===== src/rtl/stage_if_if.sv =====
// Byte-wide shared memory read port between the instruction-fetch stage and memory.
// The master side issues requests; the slave side returns grant and read data.
interface stage_if_if;
    logic        mem_req;
    logic [31:0] mem_addr;
    logic        mem_gnt;
    logic [7:0]  mem_data;

    modport master (
        output mem_req,
        output mem_addr,
        input  mem_gnt,
        input  mem_data
    );

    modport slave (
        input  mem_req,
        input  mem_addr,
        output mem_gnt,
        output mem_data
    );
endinterface


===== src/rtl/stage_if.sv =====
// RV32I instruction-fetch stage: assembles 32-bit words from a byte-wide shared memory port,
// steers the PC on decode redirects. Define ICACHE_EN to add a direct-mapped instruction cache.
module stage_if #(
    parameter int unsigned ICACHE_ENTRIES = 64
) (
    input  logic        clk,
    input  logic        rst,
    input  logic        stall_i,
    input  logic        branch_enable_i,
    input  logic [31:0] branch_addr_i,
    stage_if_if.master  mem,
    output logic [31:0] pc_o,
    output logic [31:0] inst_o,
    output logic        inst_valid_o
);
    typedef enum logic [1:0] {StReq, StDrain, StPresent} state_e;

    state_e      r_state, w_state_d;
    logic [31:0] r_fetch_pc, w_fetch_pc_d;
    logic [2:0]  r_issue_cnt, w_issue_cnt_d;
    logic [2:0]  r_recv_cnt, w_recv_cnt_d;
    logic        r_pending, w_pending_d;
    logic        r_run;
    logic [31:0] r_inst_buf, w_inst_buf_d;
    logic [31:0] r_pc, w_pc_d;
    logic [31:0] r_inst, w_inst_d;
    logic        r_valid, w_valid_d;
    logic        w_redirect, w_hit, w_fill;
    logic [31:0] w_hit_data;
    logic        w_mem_req;
    logic [31:0] w_mem_addr;
    logic        w_unused_addr;

    assign w_unused_addr = ^branch_addr_i[1:0];

`ifdef ICACHE_EN
    localparam int unsigned Idx  = $clog2(ICACHE_ENTRIES);
    localparam int unsigned TagW = 30 - Idx;

    logic [31:0]               r_cache_data [ICACHE_ENTRIES];
    logic [TagW-1:0]           r_cache_tag  [ICACHE_ENTRIES];
    logic [ICACHE_ENTRIES-1:0] r_cache_valid;
    logic [Idx-1:0]            w_idx;
    logic [TagW-1:0]           w_tag;

    assign w_idx      = r_fetch_pc[2+Idx-1:2];
    assign w_tag      = r_fetch_pc[31:2+Idx];
    assign w_hit      = r_cache_valid[w_idx] && (r_cache_tag[w_idx] == w_tag);
    assign w_hit_data = r_cache_data[w_idx];

    always_ff @(posedge clk) begin
        if (!rst) begin
            r_cache_valid <= '0;
        end else if (w_fill) begin
            r_cache_valid[w_idx] <= 1'b1;
        end
    end

    // Storage is not reset; a line is only read once its valid bit is set.
    always_ff @(posedge clk) begin
        if (w_fill) begin
            r_cache_data[w_idx] <= w_inst_d;
            r_cache_tag[w_idx]  <= w_tag;
        end
    end
`else
    logic w_unused_cfg;

    assign w_hit        = 1'b0;
    assign w_hit_data   = '0;
    assign w_unused_cfg = ^{ICACHE_ENTRIES, w_fill};
`endif

    always_comb begin
        w_state_d     = r_state;
        w_fetch_pc_d  = r_fetch_pc;
        w_issue_cnt_d = r_issue_cnt;
        w_recv_cnt_d  = r_recv_cnt;
        w_pending_d   = 1'b0;
        w_inst_buf_d  = r_inst_buf;
        w_pc_d        = r_pc;
        w_inst_d      = r_inst;
        w_valid_d     = r_valid;
        w_fill        = 1'b0;
        w_mem_req     = 1'b0;
        w_mem_addr    = r_fetch_pc + {29'd0, r_issue_cnt};
        w_redirect    = branch_enable_i && !stall_i;

        // Data returns one cycle after a granted request.
        if (r_pending) begin
            w_inst_buf_d[8*r_recv_cnt[1:0] +: 8] = mem.mem_data;
            w_recv_cnt_d                         = r_recv_cnt + 3'd1;
        end

        unique case (r_state)
            StReq: begin
                if (r_run) begin
                    if (r_issue_cnt == 3'd0 && w_hit) begin
                        w_state_d = StPresent;
                        w_pc_d    = r_fetch_pc;
                        w_inst_d  = w_hit_data;
                        w_valid_d = 1'b1;
                    end else begin
                        w_mem_req = 1'b1;
                        if (mem.mem_gnt) begin
                            w_issue_cnt_d = r_issue_cnt + 3'd1;
                            w_pending_d   = 1'b1;
                            if (r_issue_cnt == 3'd3) begin
                                w_state_d = StDrain;
                            end
                        end
                    end
                end
            end
            StDrain: begin
                if (r_pending && r_recv_cnt == 3'd3) begin
                    w_state_d = StPresent;
                    w_pc_d    = r_fetch_pc;
                    w_inst_d  = w_inst_buf_d;
                    w_valid_d = 1'b1;
                    w_fill    = 1'b1;
                end
            end
            StPresent: begin
                if (!stall_i) begin
                    w_state_d     = StReq;
                    w_fetch_pc_d  = r_fetch_pc + 32'd4;
                    w_issue_cnt_d = 3'd0;
                    w_recv_cnt_d  = 3'd0;
                    w_valid_d     = 1'b0;
                end
            end
            default: w_state_d = StReq;
        endcase

        // Redirect overrides everything, including a consume or cache hit in the same cycle.
        if (w_redirect) begin
            w_state_d     = StReq;
            w_fetch_pc_d  = {branch_addr_i[31:2], 2'b00};
            w_issue_cnt_d = 3'd0;
            w_recv_cnt_d  = 3'd0;
            w_pending_d   = 1'b0;
            w_pc_d        = r_pc;
            w_inst_d      = r_inst;
            w_valid_d     = 1'b0;
            w_fill        = 1'b0;
        end
    end

    always_ff @(posedge clk) begin
        if (!rst) begin
            r_state     <= StReq;
            r_fetch_pc  <= '0;
            r_issue_cnt <= '0;
            r_recv_cnt  <= '0;
            r_pending   <= 1'b0;
            r_run       <= 1'b0;
            r_inst_buf  <= '0;
            r_pc        <= '0;
            r_inst      <= '0;
            r_valid     <= 1'b0;
        end else begin
            r_state     <= w_state_d;
            r_fetch_pc  <= w_fetch_pc_d;
            r_issue_cnt <= w_issue_cnt_d;
            r_recv_cnt  <= w_recv_cnt_d;
            r_pending   <= w_pending_d;
            r_run       <= 1'b1;
            r_inst_buf  <= w_inst_buf_d;
            r_pc        <= w_pc_d;
            r_inst      <= w_inst_d;
            r_valid     <= w_valid_d;
        end
    end

    assign mem.mem_req  = w_mem_req;
    assign mem.mem_addr = w_mem_addr;
    assign pc_o         = r_pc;
    assign inst_o       = r_inst;
    assign inst_valid_o = r_valid;
endmodule


===== src/flat_wrapper.sv =====
// flat-port wrapper written by rule: the top's interface ports become plain ports
module stage_if_flat 
#(
    parameter int unsigned ICACHE_ENTRIES = 64
)
  (clk, rst, stall_i, branch_enable_i, branch_addr_i, pc_o, inst_o, inst_valid_o, mem_mem_req, mem_mem_addr, mem_mem_gnt, mem_mem_data);
  stage_if_if mem_i ();
  input  logic clk;
  input  logic rst;
  input  logic stall_i;
  input  logic branch_enable_i;
  input  logic [31:0] branch_addr_i;
  output logic [31:0] pc_o;
  output logic [31:0] inst_o;
  output logic inst_valid_o;
  output wire logic [$bits(mem_i.mem_req)-1:0] mem_mem_req;
  output wire logic [$bits(mem_i.mem_addr)-1:0] mem_mem_addr;
  input wire logic [$bits(mem_i.mem_gnt)-1:0] mem_mem_gnt;
  input wire logic [$bits(mem_i.mem_data)-1:0] mem_mem_data;
  assign mem_mem_req = mem_i.mem_req;
  assign mem_mem_addr = mem_i.mem_addr;
  assign mem_i.mem_gnt = mem_mem_gnt;
  assign mem_i.mem_data = mem_mem_data;
  stage_if #(.ICACHE_ENTRIES(ICACHE_ENTRIES)) u_core (.clk(clk), .rst(rst), .stall_i(stall_i), .branch_enable_i(branch_enable_i), .branch_addr_i(branch_addr_i), .mem(mem_i), .pc_o(pc_o), .inst_o(inst_o), .inst_valid_o(inst_valid_o));
endmodule

===== config.mk =====
export PLATFORM = sky130hd
export DESIGN_NAME = stage_if_flat
export DESIGN_NICKNAME = d
export VERILOG_FILES = /design/src/rtl/stage_if_if.sv /design/src/rtl/stage_if.sv /design/src/flat_wrapper.sv
export SDC_FILE = /design/constraint.sdc
export NUM_CORES = 1
export LEC_CHECK = 0
export ABC_AREA = 0
export BUFFER_PORTS_ARGS = -buffer_cell sky130_fd_sc_hd__buf_4
export CORE_MARGIN = 1
export CORE_UTILIZATION = 54
export DETAILED_ROUTE_END_ITERATION = 10
export PLACE_DENSITY_LB_ADDON = 0.05
export SLEW_MARGIN = 5
export SYNTH_ARGS = -nofsm -noshare
export SYNTH_HDL_FRONTEND = slang
export SYNTH_SLANG_ARGS = --single-unit

===== constraint.sdc =====
create_clock -name clk -period 3.5 [get_ports clk]
set_input_delay 0.7 -clock clk [delete_from_list [all_inputs] [get_ports clk]]
set_output_delay 0.7 -clock clk [all_outputs]
set_load 0.05 [all_outputs]

==> results.yml <==
run_status:
  status: "completed"
place:
  dpl_worst_slack_ns: 0.435
  gp_congestion: 0.900
  io_buffer_count: 138
  dpl.hpwl_mm: 11.6
  dp_cells: 977
  place_area_mm2: 0.00720
setup_path:
  crit_required_ns: 2.80
  path_class: "reg2out"
  critPathMaxFanout: 6
  setup.worst_path.start_class: "flip-flop"
  crit_chain: "ha_1 -> ha_1 -> nand3_1 -> or3_4 -> nor3_4 -> buf_4 -> nand4_1 -> xnor2_1 -> buf_4"
  worstSetupEndpointType: "primary output"
  worstPathArrival_ns: 2.61
  cp_slowest_cell: "or3_4"
  cpPeakStageDelay_ns: 0.47
cells_and_area:
  area_growth_syn_to_layout_pct: 26.7
  n_antenna_cell: 0
  layout-drive-gt1-share_pct: 23.6
  final_util_pct: 71.6
  fillCellCount: 875
  final-instance-count-excl-fill: 1010
  final_area_mm2: 0.00789
  fin_nets: 914
timing:
  period_share_pct: 94.6
  worstMarginPinSlew_ns: 1.06
  rsz0062_at_grt: "no"
  setup_violations: 0
  final.min_clock_period_ns: 3.31
  relSlewSlack_pct: 29.0
  finalSetupTns_ns: 0
  setup_ws_ns: 0.189
  max_freq_mhz: 302
  maxSlewViolCount: 0
  hold_viol: 0
  hold-worst-slack_ns: 0.454
  skew_ns: 0.00897
synthesis:
  synth_area_leaders: "dfxtp_1 43%, nand2_1 6.4%, nor2_1 6.4%, a22oi_1 5.1%, a211oi_1 4.2%"
  synth_area_mm2: 0.00623
  synthCells: 752
  yosys.area.top_type: "dfxtp_1"
  synth_edf_count: 0
  avgSynthCellArea_um2: 8.28
  ys_seq_area_share_pct: 43.4
  synth_seq_cells: 135
  async_flop_share_pct: 0
  synth_warnings: 0
  yosysUniqueCellTypes: 58
  synthTopCellsByCount: "135 x dfxtp_1, 107 x nand2_1, 107 x nor2_1"
  yosysMostFrequentCell: "dfxtp_1"
  ys.flop_type: "dfxtp_1"
  synth.top_cell.area_share_pct: 43.4
grt:
  grt.overflow.total: 0
  grt_max_degree: 101
  top_usage_layer: "met2"
  track_usage_pct: 29.5
  met2_usage_pct: 50.9
  grt_util_met3_pct: 6.70
  antenna_found_initial: 0
  grt_pass1_wl_mm: 27.1
  grt_pass1_vias: 5576
  met1_usage_pct: 34.5
clocking:
  cts_buffers: 17
  clkLatencyLatePin_ns: 0.43
  cts.htree.levels: 4
  cts_root_buffer: "clkbuf_16"
  clk_pin_slew_ns: 0.06
  clock_sinks: 135
  cts_tree: "built"
  clock_path_buffers: 2
power:
  switching_share_pct: 21.9
  power_leakage_nw: 3.07
  pwr-share-clk_pct: 53.1
  ir_drop_uv: 469
  p_switching_uw: 842
  seqPwrFrac_pct: 41.1
  internal_power_mw: 3.00
  pwr-share-comb_pct: 5.8
  p_per_area_mw_per_mm2: 487
  p_total_mw: 3.85
routing:
  drt-initial-drc-count: 426
  routed_wl_mm: 17.0
  drt.antenna.violating_nets: 0
  wl_per_cell_um: 16.8
  post-route-drc-count: 0
  num_vias: 5921
  viasPerCell: 5.86
  drtPass1Iterations: 5
flow_run:
  cap_violations: 0
floorplanning:
  die_w_um: 109
  dieArea_mm2: 0.0120
  ios: 143
  initial_core_util_pct: 56.5
  die_y_um: 109
  row_count: 38
  core_area_mm2: 0.0110
worst_hold_path:
  min_path_type: "reg2reg"
[sequential cells by signal, indices dropped and copies added (netlist names)]
name and flops:
u_core.r_fetch_pc 30, u_core.r_pending 1, u_core.pc_o 30, u_core.r_run 1
u_core.r_issue_cnt 3, u_core.r_state 2, u_core.inst_o 32, u_core.r_recv_cnt 3
u_core.inst_valid_o 1, u_core.r_inst_buf 32
[layer usage]
layer / share of wire (%) / routed length (um) / vias up
met5: 0 / 0 / -
met4: 2.8 / 479 / 0
met3: 7.1 / 1210 / 42
met2: 49 / 8300 / 239
met1: 41 / 7000 / 2787
li1: - / - / 2853
[path summary, 6_finish.rpt]
kind                                                         from                              to  slack (ns)  depth (start not counted)
worst max register to register    u_core.r_recv_cnt[0]$_SDFF_PP0_  u_core.inst_o[15]$_SDFFE_PN0P_        0.88                          6
worst min-delay path                 u_core.pc_o[22]$_SDFFE_PN0P_    u_core.pc_o[22]$_SDFFE_PN0P_        0.45                          2
worst max-delay path            u_core.r_fetch_pc[2]$_SDFFE_PN0P_                mem_mem_addr[28]        0.19                          9
worst min register to register       u_core.pc_o[22]$_SDFFE_PN0P_    u_core.pc_o[22]$_SDFFE_PN0P_        0.45                          2
[power by group through the flow]
stage                     sequential (mW)  clock (mW)  combinational (mW)
after CTS                            1.58        2.06               0.221
after global placement               1.61           0               0.215
after detailed placement             1.61           0               0.220
after floorplan                      1.59           0               0.153
final                                1.58        2.04               0.221
after global routing                 1.58        2.13               0.235
[area by class of cell]
| type | count | area, um^2 | share of cell area [%] |
|---|---|---|---|
| multi-input cells | 542 | 3170 | 40.1 |
| inverters | 11 | 41.3 | 0.523 |
| clock buffers | 20 | 457 | 5.79 |
| flip-flops and latches | 135 | 2700 | 34.3 |
| repair buffers | 150 | 1130 | 14.3 |
| well taps | 140 | 175 | 2.22 |
| clock inverters | 12 | 223 | 2.82 |
[critical path: cells and delay by family (launching register included)]
family                     cells  cell delay (ns)
and+or+nand+nor                4             0.85
buffers and inverters          2             0.40
DFF                            1             0.39
adders and majority gates      2             0.37
xor gates and xnor gates       1             0.18
[placed cells by master (no fill, tap or decap), types with 3 or more instances in the layout]
cell	count
nand3_1	19
nand2_1	107
bufinv_16	6
a211oi_1	35
o21ai_0	15
nor3_1	18
or3_1	6
dfxtp_1	134
xor2_1	13
nand4_2	4
xnor2_1	19
a22o_1	3
o22ai_1	6
nor2_1	107
o211ai_1	3
o2bb2ai_1	4
nand2b_1	6
ha_1	12
nand4_1	8
a22oi_1	42
buf_4	150
inv_1	10
o31ai_1	4
a21oi_1	51
clkbuf_16	17
nor4_1	10
nor2b_1	6
[what timing repair did]
action / CTS / global route
hold endpoints to repair: 0 / 0
resized for setup: 0 / 3
hold buffers: 0 / 0
pin swaps: 1 / 0
endpoints found under the setup margin: 2 / 5
buffers inserted: 1 / 0
[cell families after synthesis]
logic type,synth area share (%)
AOI/OAI and AO/OA,19.4
xor gates and xnor gates,4.50
adders and majority gates,2.41
buffers and inverters,6.05
DFF,43.4
muxes,0.502
other,0.0602
and+or+nand+nor,23.7
No activity file was read; power rests on OpenSTA's default activity.
